===== src/rtl/mc_pkg.sv =====
// Shared types and defaults for the MC_32 matrix calculator datapath:
// collector state enum, default sizes and a row-packing helper.
package mc_pkg;

    localparam int DATA_W_DEF = 32;
    localparam int N_DEF      = 4;
    localparam int PE_LAT_DEF = 4;

    typedef enum logic {
        FILL  = 1'b0,
        DRAIN = 1'b1
    } collector_state_t;

    // Packs N_DEF elements into one row, element 0 in the MSBs.
    function automatic logic [N_DEF*DATA_W_DEF-1:0] pack_row(
        input logic [DATA_W_DEF-1:0] elems [N_DEF]
    );
        logic [N_DEF*DATA_W_DEF-1:0] row;
        row = '0;
        for (int i = 0; i < N_DEF; i++) begin
            row[(N_DEF-1-i)*DATA_W_DEF +: DATA_W_DEF] = elems[i];
        end
        return row;
    endfunction

endpackage


===== src/rtl/pe_valid_tracker.sv =====
// Counts consecutive enable-high cycles (saturating at PE_LAT) and flags the
// edges on which the PE pipeline output is valid.
module pe_valid_tracker #(
    parameter int PE_LAT = 4
) (
    input  logic CLK,
    input  logic reset,
    input  logic en,
    output logic sample
);

    localparam int CNT_W = $clog2(PE_LAT + 1);

    logic [CNT_W-1:0] run_cnt_reg;
    logic [CNT_W-1:0] run_cnt_next;

    always_comb begin
        run_cnt_next = run_cnt_reg;
        if (!en) begin
            run_cnt_next = '0;
        end else if (run_cnt_reg != CNT_W'(PE_LAT)) begin
            run_cnt_next = run_cnt_reg + 1'b1;
        end
    end

    // The edge completing the PE_LAT-th consecutive high cycle already captures,
    // so the comparison looks at the count including the current cycle.
    assign sample = en && (run_cnt_next == CNT_W'(PE_LAT));

    always_ff @(posedge CLK or posedge reset) begin
        if (reset) begin
            run_cnt_reg <= '0;
        end else begin
            run_cnt_reg <= run_cnt_next;
        end
    end

endmodule


===== src/rtl/pe_result_collector.sv =====
// Captures the PE result stream into an N*N row-major buffer, then drains it one
// packed row per handshake. Optional drop counter: MC_COLLECT_DROPCNT_EN.
module pe_result_collector
    import mc_pkg::*;
#(
    parameter int DATA_W = DATA_W_DEF,
    parameter int N      = N_DEF,
    parameter int PE_LAT = PE_LAT_DEF
) (
    input  logic                  CLK,
    input  logic                  reset,
    input  logic                  pe_en,
    input  logic [DATA_W-1:0]     pe_c,
    output logic                  out_valid,
    input  logic                  out_ready,
    output logic [N*DATA_W-1:0]   out_row,
    output logic [$clog2(N)-1:0]  out_row_idx,
    output logic                  out_last,
    output logic                  busy,
    output logic                  ovf
`ifdef MC_COLLECT_DROPCNT_EN
    ,
    output logic [7:0]            drop_cnt
`endif
);

    localparam int PTR_W = $clog2(N * N);
    localparam int ROW_W = $clog2(N);

    collector_state_t   state_reg;
    logic [PTR_W-1:0]   wr_ptr_reg;
    logic [ROW_W-1:0]   rd_row_reg;
    logic               ovf_reg;
    logic [DATA_W-1:0]  mem_reg [N*N];
    logic [N*DATA_W-1:0] row_packed;
    logic               sample;
    logic               capture;
    logic               drop;

    pe_valid_tracker #(
        .PE_LAT (PE_LAT)
    ) u_tracker (
        .CLK    (CLK),
        .reset  (reset),
        .en     (pe_en),
        .sample (sample)
    );

    assign capture = sample && (state_reg == FILL);
    assign drop    = sample && (state_reg == DRAIN);

    always_ff @(posedge CLK or posedge reset) begin
        if (reset) begin
            state_reg  <= FILL;
            wr_ptr_reg <= '0;
            rd_row_reg <= '0;
            ovf_reg    <= 1'b0;
        end else begin
            case (state_reg)
                FILL: begin
                    if (capture) begin
                        if (wr_ptr_reg == PTR_W'(N*N-1)) begin
                            state_reg  <= DRAIN;
                            wr_ptr_reg <= '0;
                            rd_row_reg <= '0;
                        end else begin
                            wr_ptr_reg <= wr_ptr_reg + 1'b1;
                        end
                    end
                end
                DRAIN: begin
                    if (drop) begin
                        ovf_reg <= 1'b1;
                    end
                    if (out_ready) begin
                        if (rd_row_reg == ROW_W'(N-1)) begin
                            state_reg  <= FILL;
                            rd_row_reg <= '0;
                        end else begin
                            rd_row_reg <= rd_row_reg + 1'b1;
                        end
                    end
                end
                default: state_reg <= FILL;
            endcase
        end
    end

    // Buffer content is don't-care after reset, so it carries no reset.
    always_ff @(posedge CLK) begin
        if (capture) begin
            mem_reg[wr_ptr_reg] <= pe_c;
        end
    end

    generate
        for (genvar gi = 0; gi < N; gi++) begin : g_row
            logic [PTR_W-1:0] rd_idx;
            assign rd_idx = PTR_W'(rd_row_reg) * PTR_W'(N) + PTR_W'(gi);
            assign row_packed[(N-1-gi)*DATA_W +: DATA_W] = mem_reg[rd_idx];
        end
    endgenerate

    assign out_valid   = (state_reg == DRAIN);
    assign busy        = (state_reg == DRAIN);
    assign ovf         = ovf_reg;
    assign out_row_idx = rd_row_reg;
    assign out_last    = out_valid && (rd_row_reg == ROW_W'(N-1));
    assign out_row     = out_valid ? row_packed : '0;

`ifdef MC_COLLECT_DROPCNT_EN
    logic [7:0] drop_cnt_reg;

    always_ff @(posedge CLK or posedge reset) begin
        if (reset) begin
            drop_cnt_reg <= '0;
        end else if (drop && (drop_cnt_reg != 8'hFF)) begin
            drop_cnt_reg <= drop_cnt_reg + 1'b1;
        end
    end

    assign drop_cnt = drop_cnt_reg;
`endif

endmodule


===== config.mk =====
export PLATFORM = sky130hd
export DESIGN_NAME = pe_result_collector
export DESIGN_NICKNAME = d
export VERILOG_FILES = /design/src/rtl/mc_pkg.sv /design/src/rtl/pe_valid_tracker.sv /design/src/rtl/pe_result_collector.sv
export SDC_FILE = /design/constraint.sdc
export NUM_CORES = 1
export LEC_CHECK = 0
export CAP_MARGIN = 10
export CORE_UTILIZATION = 36
export CTS_BUF_LIST = sky130_fd_sc_hd__clkbuf_2
export CTS_CLUSTER_SIZE = 30
export DETAILED_ROUTE_END_ITERATION = 6
export PLACE_DENSITY_LB_ADDON = 0.15
export SLEW_MARGIN = 20
export SYNTH_ARGS = -nofsm -noshare
export SYNTH_HDL_FRONTEND = slang
export SYNTH_SLANG_ARGS = --single-unit
export TNS_END_PERCENT = 30

===== constraint.sdc =====
create_clock -name CLK -period 10.3 [get_ports CLK]
set_clock_uncertainty 0.2 [all_clocks]
set_input_delay 2.06 -clock CLK [delete_from_list [all_inputs] [get_ports CLK]]
set_output_delay 2.06 -clock CLK [all_outputs]
set_load 0.01 [all_outputs]

-- Word-level counts from Yosys, hierarchy flattened
Memories as Yosys holds them, arrays and structs flattened.
Cells that the tools add are included.
W data, S select, Z words.
- add/subtract/negate cells: 6
- equality and inequality tests: 7
- multiplexer cells: 16
- bitwise operators: 1
- reductions and logical operators: 7
- operator list (operator ; number):
    $mux W128 ; 1
    $add A4 B1 Y4 const B ; 2
    $add A4 B2 Y4 const B ; 2
    $mux W2 ; 4
    $mux W1 ; 6
    $mux W3 ; 2
    $eq A4 B4 Y1 const B ; 1
    $logic_and A1 B1 Y1 ; 4
    $mux W4 ; 1
    $ne A2 B2 Y1 const B ; 2
    $pmux W2 S2 ; 1
    $reduce_and A2 Y1 ; 2
    $add A3 B1 Y3 const B ; 1
    $eq A3 B3 Y1 const B ; 1
    $ne A3 B3 Y1 const B ; 1
    $reduce_and A3 Y1 ; 1
    $add A2 B1 Y2 const B ; 1
    $eq A2 B2 Y1 const B ; 1
    $ne A2 B1 Y1 const B ; 1
    $pmux W1 S2 ; 1
    $not A1 Y1 ; 1
- register bits: 11
- memory bits (writable): 512
- input port bits: 36
- word-level logic and storage cells: 43
- memories kept: 1
- memories (memory ; depth ; width ; rd ports ; clocked after memory_dff ; wr ports ; line ; RTL):
    mem_reg ; 16 ; 32 ; 4 ; 0 ; 1 ; pe_result_collector.sv:34 ; logic [DATA_W-1:0] mem_reg [N*N];

-- Longest topological paths before layout
Gate-level depths: netlist (run 1).
- word-level depth: 8
- gate-level depth with buffers: 7
- mapped depth without buffers: 6

-- Hierarchy
Synthesis (run 1) repeated with hierarchy kept, for this count alone.
- cell total of the unflattened synthesis: 896
- area, all modules: 20028.0 sq um
- modules (own cells, without submodules) (module ; times used ; cells each ; area an instance (sq um) ; seq. area each (sq um)):
    pe_result_collector ; 1 ; 877 ; 19844.0 ; 15574.9
    pe_valid_tracker ; 1 ; 19 ; 183.9 ; 75.1

-- Worst setup path after synthesis (run 1)
No wires, ideal clock.
- path kind: input -> register
- from: in pe_en
- to: mem mem_reg[1][0] (netlist name), enable pin
- setup time: 0.513 ns
- arrival time: 5.782 ns
- data required time: 9.587 ns
- path slack: 3.805 ns
- cell stages on the path: 3
- buffers on the path: 0
- cell sequence: nor2b_1 > nand3_2 > nor4b_1
- cells in the longest elaborated chain, start to end: 6
- RTL lines (item ; line ; RTL):
    start, declared ; pe_result_collector.sv:12 ; input logic pe_en,
    $mux W3 ; pe_valid_tracker.sv:19 ; if (!en) begin
    $eq A3 B3 Y1 ; pe_valid_tracker.sv:28 ; assign sample = en && (run_cnt_next == CNT_W'(PE_LAT));
    $logic_and A1 B1 Y1 * ; pe_valid_tracker.sv:28 ;
    $logic_and A1 B1 Y1 * ; pe_result_collector.sv:49 ; assign capture = sample && (state_reg == FILL);
    $mux W1 * ; pe_result_collector.sv:91 ; if (capture) begin
    $mux W1 (implied by the code) * ; pe_result_collector.sv:92 ; mem_reg[wr_ptr_reg] <= pe_c;
    end, declared ; pe_result_collector.sv:34 ;
Every way passes the cells marked *; elsewhere a longest branch is shown, timed or not.

-- Worst setup path after layout (run 1)
- from: reg rd_row_reg[0] (netlist: out_row_idx[0])
- to: out out_row[124]
- cells in the longest elaborated chain, start to end: 2
- RTL lines (item ; line ; RTL):
    start, declared ; pe_result_collector.sv:32 ; logic [ROW_W-1:0] rd_row_reg;
    start signal, assigned ; pe_result_collector.sv:80 ; rd_row_reg <= rd_row_reg + 1'b1;
    $mem_v2 Z16 W32 ; - ;
    $mux W128 ; pe_result_collector.sv:109 ; assign out_row = out_valid ? row_packed : '0;
    end, declared ; pe_result_collector.sv:16 ; output logic [N*DATA_W-1:0] out_row,
No other way between the ends.

==> results of run 1 <==
[worst max-delay path, cell delays in order (launching register included)]
cell             delay (ns)
dfrtp_4                1.01
buf_4                  0.72
mux4_2                 0.60
and2_1                 0.23
clkdlybuf4s50_1        0.51
[metal layers]
| layer | GRT usage (%) | vias to the layer above | wire length [um] |
|---|---|---|---|
| li1 | - | 4329 | - |
| met1 | 23.1 | 5205 | 20900 |
| met2 | 27.2 | 293 | 23200 |
| met3 | 4.31 | 57 | 2280 |
| met4 | 6.88 | 0 | 859 |
| met5 | 0 | - | 0 |
[cell type report]
cell class | count | area [um2]
Timing Repair Buffer | 196 | 1910
Fill cell | 4876 | 31100
Antenna cell | 2 | 5.00
Tap cell | 748 | 936
Multi-Input combinational cell | 323 | 4270
Clock inverter | 39 | 293
Sequential cell | 523 | 15700
Inverter | 8 | 30.0
Clock buffer | 190 | 951
[power by group through the flow]
stage / Sequential [W] / Clock (W) / Combinational [W]
after floorplan: 0.00240 / 0 / 0.0000447
after global placement: 0.00240 / 0 / 0.0000989
after detailed placement: 0.00240 / 0 / 0.000103
after CTS: 0.00236 / 0.00150 / 0.000102
after global routing: 0.00236 / 0.00160 / 0.000110
final: 0.00236 / 0.00143 / 0.000101
[cells by family (layout without fill, tap and decap cells)]
kind of cell,after synthesis,in the layout
flops,523,523
other cells,0,2
fa+ha+maj,7,7
compound gates,10,10
xor+xnor,1,1
mux,131,131
buf+inv,57,433
simple gates,174,174
[per-stage QoR]
stage	hold slack, ns	worst slack (ns)
floorplan	0.303	3.80
global placement	0.265	4.86
detailed placement	0.270	4.89
CTS	0.301	3.39
global route	0.316	3.34
finish	0.290	3.72
[path summary, 6_finish.rpt]
path                       depth (start not counted)                  startpoint                   endpoint  slack (ns)
max                                                4  out_row_idx[0]$_DFFE_PP0P_               out_row[124]        3.72
min                                                1             ovf$_DFFE_PP0P_            ovf$_DFFE_PP0P_        0.29
max reg2reg                                        5              busy$_DFF_PP0_  mem_reg[12][21]$_DFFE_PP_        6.52
min reg2reg                                        1             ovf$_DFFE_PP0P_            ovf$_DFFE_PP0P_        0.29
max in group asynchronous                          2                       reset             busy$_DFF_PP0_        8.61
min in group asynchronous                          2                       reset  wr_ptr_reg[3]$_DFFE_PP0P_        0.92
[layout by cell type (no fill, tap or decap), types with 2 or more instances in the layout]
cell type	Yosys	final
nor3_2	0	4
edfxtp_1	512	512
bufinv_16	0	5
ha_1	7	7
clkinv_1	0	18
inv_2	0	5
nor2_4	0	3
a31oi_1	3	3
a31o_2	2	2
clkdlybuf4s50_1	0	169
and3_2	0	3
dfrtp_1	11	8
and2_1	129	129
nor2b_1	3	3
dfrtp_4	0	3
clkbuf_2	1	190
diode_2	0	2
and3_1	7	3
a41o_1	2	2
nand3_1	5	5
inv_1	8	7
mux2_4	2	2
mux4_2	128	128
nor4b_4	1	3
clkinv_2	0	12
nand2_1	10	10
buf_4	4	26
==> flow_summary.ini, run 1 <==
[outcome]
status = completed

[pwr]
p_per_area_mw_per_mm2 = 162
p_total_w = 0.00389
seq_power_share_pct = 60.6
intPower_w = 0.00300
p_sw_w = 0.000886
p_clk_share_pct = 36.9
leakagePower_nw = 7.69
combPwrFrac_pct = 2.6
power.ir.vdd_worst_mv = 0.0619
switching_share_pct = 22.8

[setup_path]
cp.required_ns = 8.04
endpoint_kind = output pin
worst_ep_arrival_time_ns = 4.32
path_max_fanout = 41
path_class = flop to output pin
worst_setup_path_start_kind = flop

[sta]
min_period_ns = 6.58
worstMarginPinSlew_ns = 1.02
slew_headroom_pct = 31.8
finalHoldViolations = 0
final-setup-viol-count = 0
min_period_over_period_pct = 63.9
rsz0062_at_grt = false
slew_violations = 0
tns_ns = 0
timing.fmax_ghz = 0.152

[synthesis]
synth_top_family_by_area = multiplexers
synth_adder_area_share_pct = 0.434
synth.most_common_cell = edfxtp_1
yosysTopAreaCell = edfxtp_1
ys_ff_latch = 523
synth_cell_types = 36
synth_edf_count = 512
ys_top_cells_by_area = edfxtp_1, mux4_2, and2_1
syn_avg_cell_area_um2 = 22.3
synth.net_count = 946
synth_compound_area_share_pct = 0.366
yosys.area_share.xor_xnor_pct = 0.0434
syn_inst = 903
yosysWarnings = 0
synth-main-ff-cell = edfxtp_1
ys_seq_area_share_pct = 77.5
yosys.area_share.simple_pct = 5.40
synth_top_area_share_pct = 76.2
synth_mux_area_share_pct = 14.5
ys_async_sr_fraction_pct = 2.10
netlist_area_mm2 = 0.0202
ys_top_cells_by_count = edfxtp_1, and2_1, mux4_2, clkbuf_1, buf_2

[job]
drv_cap = 0

[cts]
clock_sinks = 523
holdBufCountCts = 0
clk_latency_ns = 1.24
cts_tree = done
cts_setup_buffers = 0
ctsResizeCount = 0
cts_htree_levels = 4
cts.clk_slew.worst_paths_ns = 0.10
cts-root-buf = clkbuf_2
cts_inserted_buffers = 135
clockBufferDepth = 3

[die]
chipWidth_um = 239
num_rows = 86
die_y_um = 239
fp.coreArea_mm2 = 0.0552
initial_core_util_pct = 36.6
num_io_pins = 170
die-area_mm2 = 0.0570

[grt]
grt_pass1_wl_um = 69800
antenna_found_initial = 1
gr-total-overflow = 0
grt_usage_pct = 17.3
grt_max_degree = 83
first_global_vias = 10600

[place]
place_hpwl_um = 26500
placed_cell_area_mm2 = 0.0228
gp_congestion = 0.696
numPlacedInstances = 1798
port_buffers = 169

[detailed_routing]
routed-via-count = 9884
totalWireLength_um = 47200
wire_per_inst_um = 23.3
drtAntennaViolNets = 0
drc = 0
drtPass1Iterations = 4
drt_iter0_drc = 662
vias_per_cell = 4.87

[layout]
stdcell_count = 2029
finalNetCount = 1230
stdcell_area_mm2 = 0.0241
drive_gt1_share_pct = 30.6
utilization_pct = 43.6
area_growth_pct = 19.2
largest_reg_flops = 512

[hold_path]
hold_class = flop to flop
Note: power is estimated with default switching activity, not from simulation.
==> run 2: changes to the inputs <==
==> constraint.sdc (replaced) <==
create_clock -name CLK -period 6.55 [get_ports CLK]
set_clock_uncertainty 0.2 [all_clocks]
set_input_delay 1.31 -clock CLK [delete_from_list [all_inputs] [get_ports CLK]]
set_output_delay 1.31 -clock CLK [all_outputs]
set_load 0.01 [all_outputs]
==> flow_summary.ini, run 2 (synthesis results as in run 1) <==
[outcome]
status = completed

[sta]
min_period_ns = 5.50
worstMarginPinSlew_ns = 1.04
finalHoldViolations = 0
final-setup-viol-count = 0
slew_headroom_pct = 30.4
timing.fmax_ghz = 0.182
min_period_over_period_pct = 84.0
slew_violations = 0
rsz0062_at_grt = false
fin_hold_ws_ns = 0.289
tns_ns = 0

[die]
die_y_um = 239
fp.coreArea_mm2 = 0.0552
initial_core_util_pct = 36.6
num_rows = 86
die-area_mm2 = 0.0570
chipWidth_um = 239
num_io_pins = 170

[cts]
ctsResizeCount = 0
clockBufferDepth = 3
cts_setup_buffers = 0
cts_inserted_buffers = 137
cts.clk_slew.worst_paths_ns = 0.09
clock_sinks = 523
cts_tree = done
cts-root-buf = clkbuf_2
holdBufCountCts = 1
clk_latency_ns = 1.21
cts_htree_levels = 4

[pwr]
power.ir.vdd_worst_mv = 0.124
leakagePower_nw = 7.73
p_per_area_mw_per_mm2 = 260

[place]
port_buffers = 169
gp_congestion = 0.696
place_hpwl_um = 26200
numPlacedInstances = 1797

[detailed_routing]
drt_iter0_drc = 503
vias_per_cell = 4.80
drtAntennaViolNets = 0
routed-via-count = 9778
drtPass1Iterations = 5
drc = 0
wire_per_inst_um = 22.3
totalWireLength_um = 45500

[grt]
gr-total-overflow = 0
grt_max_degree = 80
first_global_vias = 10600
antenna_found_initial = 3
grt_usage_pct = 16.6
grt_pass1_wl_um = 67600

[setup_path]
path_max_fanout = 56
worst_setup_path_start_kind = flop
r2r_cells = 5
endpoint_kind = output pin
cp.required_ns = 5.04
worst_ep_arrival_time_ns = 3.99
path_class = flop to output pin

[layout]
area_growth_pct = 19.8
largest_reg_flops = 512
most-common-layout-cells = edfxtp_1, clkbuf_2, clkdlybuf4s50_1
finalNetCount = 1232
layout_commonest_cell = edfxtp_1
stdcell_count = 2036
drive_gt1_share_pct = 30.5

[hold_path]
hold_class = flop to flop
whs_path_depth = 1

[job]
drv_cap = 0
-- run 2: changes by cell type in the layout (fill, tap and decap cells not counted), sizes merged --
cell	change
clkinv	-3
inv	+2
dlygate4sd3	+1
buf	-1
clkinvlp	+3
clkbuf	+2
bufinv	+3
-- run 2: stage by stage --
step | total power [W] | setup slack [ns] | utilization, % | area (um2)
after global routing | 0.00658 | 0.756 | 43.8 | 24200
after floorplan | 0.00384 | 0.805 | - | 20200
after global placement | 0.00393 | 2.21 | 41.3 | 22800
after CTS | 0.00638 | 0.757 | 43.8 | 24200
after detailed placement | 0.00394 | 2.20 | 41.3 | 22800
final | 0.00628 | 1.05 | 43.8 | 24200
-- run 2: path summary, 6_finish.rpt --
kind | from | end | slack [ns]
max | out_row_idx[1]$_DFFE_PP0P_ | out_row[71] | 1.05
min | ovf$_DFFE_PP0P_ | ovf$_DFFE_PP0P_ | 0.29
max reg2reg | busy$_DFF_PP0_ | mem_reg[2][18]$_DFFE_PP_ | 2.89
min reg2reg | ovf$_DFFE_PP0P_ | ovf$_DFFE_PP0P_ | 0.29
max in group asynchronous | reset | busy$_DFF_PP0_ | 5.02
min in group asynchronous | reset | wr_ptr_reg[0]$_DFFE_PP0P_ | 0.76
-- run 2: power by group --
group | switching (W) | total (W) | internal (W)
logic | 0.0000966 | 0.000158 | 0.0000614
registers | 0.0000195 | 0.00370 | 0.00368
clock network | 0.00131 | 0.00242 | 0.00111
-- run 2: critical path: stages (launching register included) --
cell	delay (ns)
dfrtp_4	0.99
buf_4	0.57
mux4_2	0.39
and2_1	0.21
clkdlybuf4s50_1	0.49
-- run 2: area by class of cell --
class | count | area, um2
antenna | 2 | 5.00
clock buffer | 192 | 961
clock inverter | 44 | 390
fill | 4893 | 31000
inverter | 8 | 30.0
multi-input combinational | 323 | 4270
sequential | 523 | 15700
tap | 748 | 936
timing repair buffer | 196 | 1920
-- run 2: per-layer routing --
metal / part of all wire [%] / track usage (%) / wire length (um)
met5: 0.020 / 0 / 9
met4: 1.3 / 5.65 / 594
met3: 5.0 / 4.95 / 2260
met2: 50 / 26.5 / 22700
met1: 44 / 21.7 / 19900
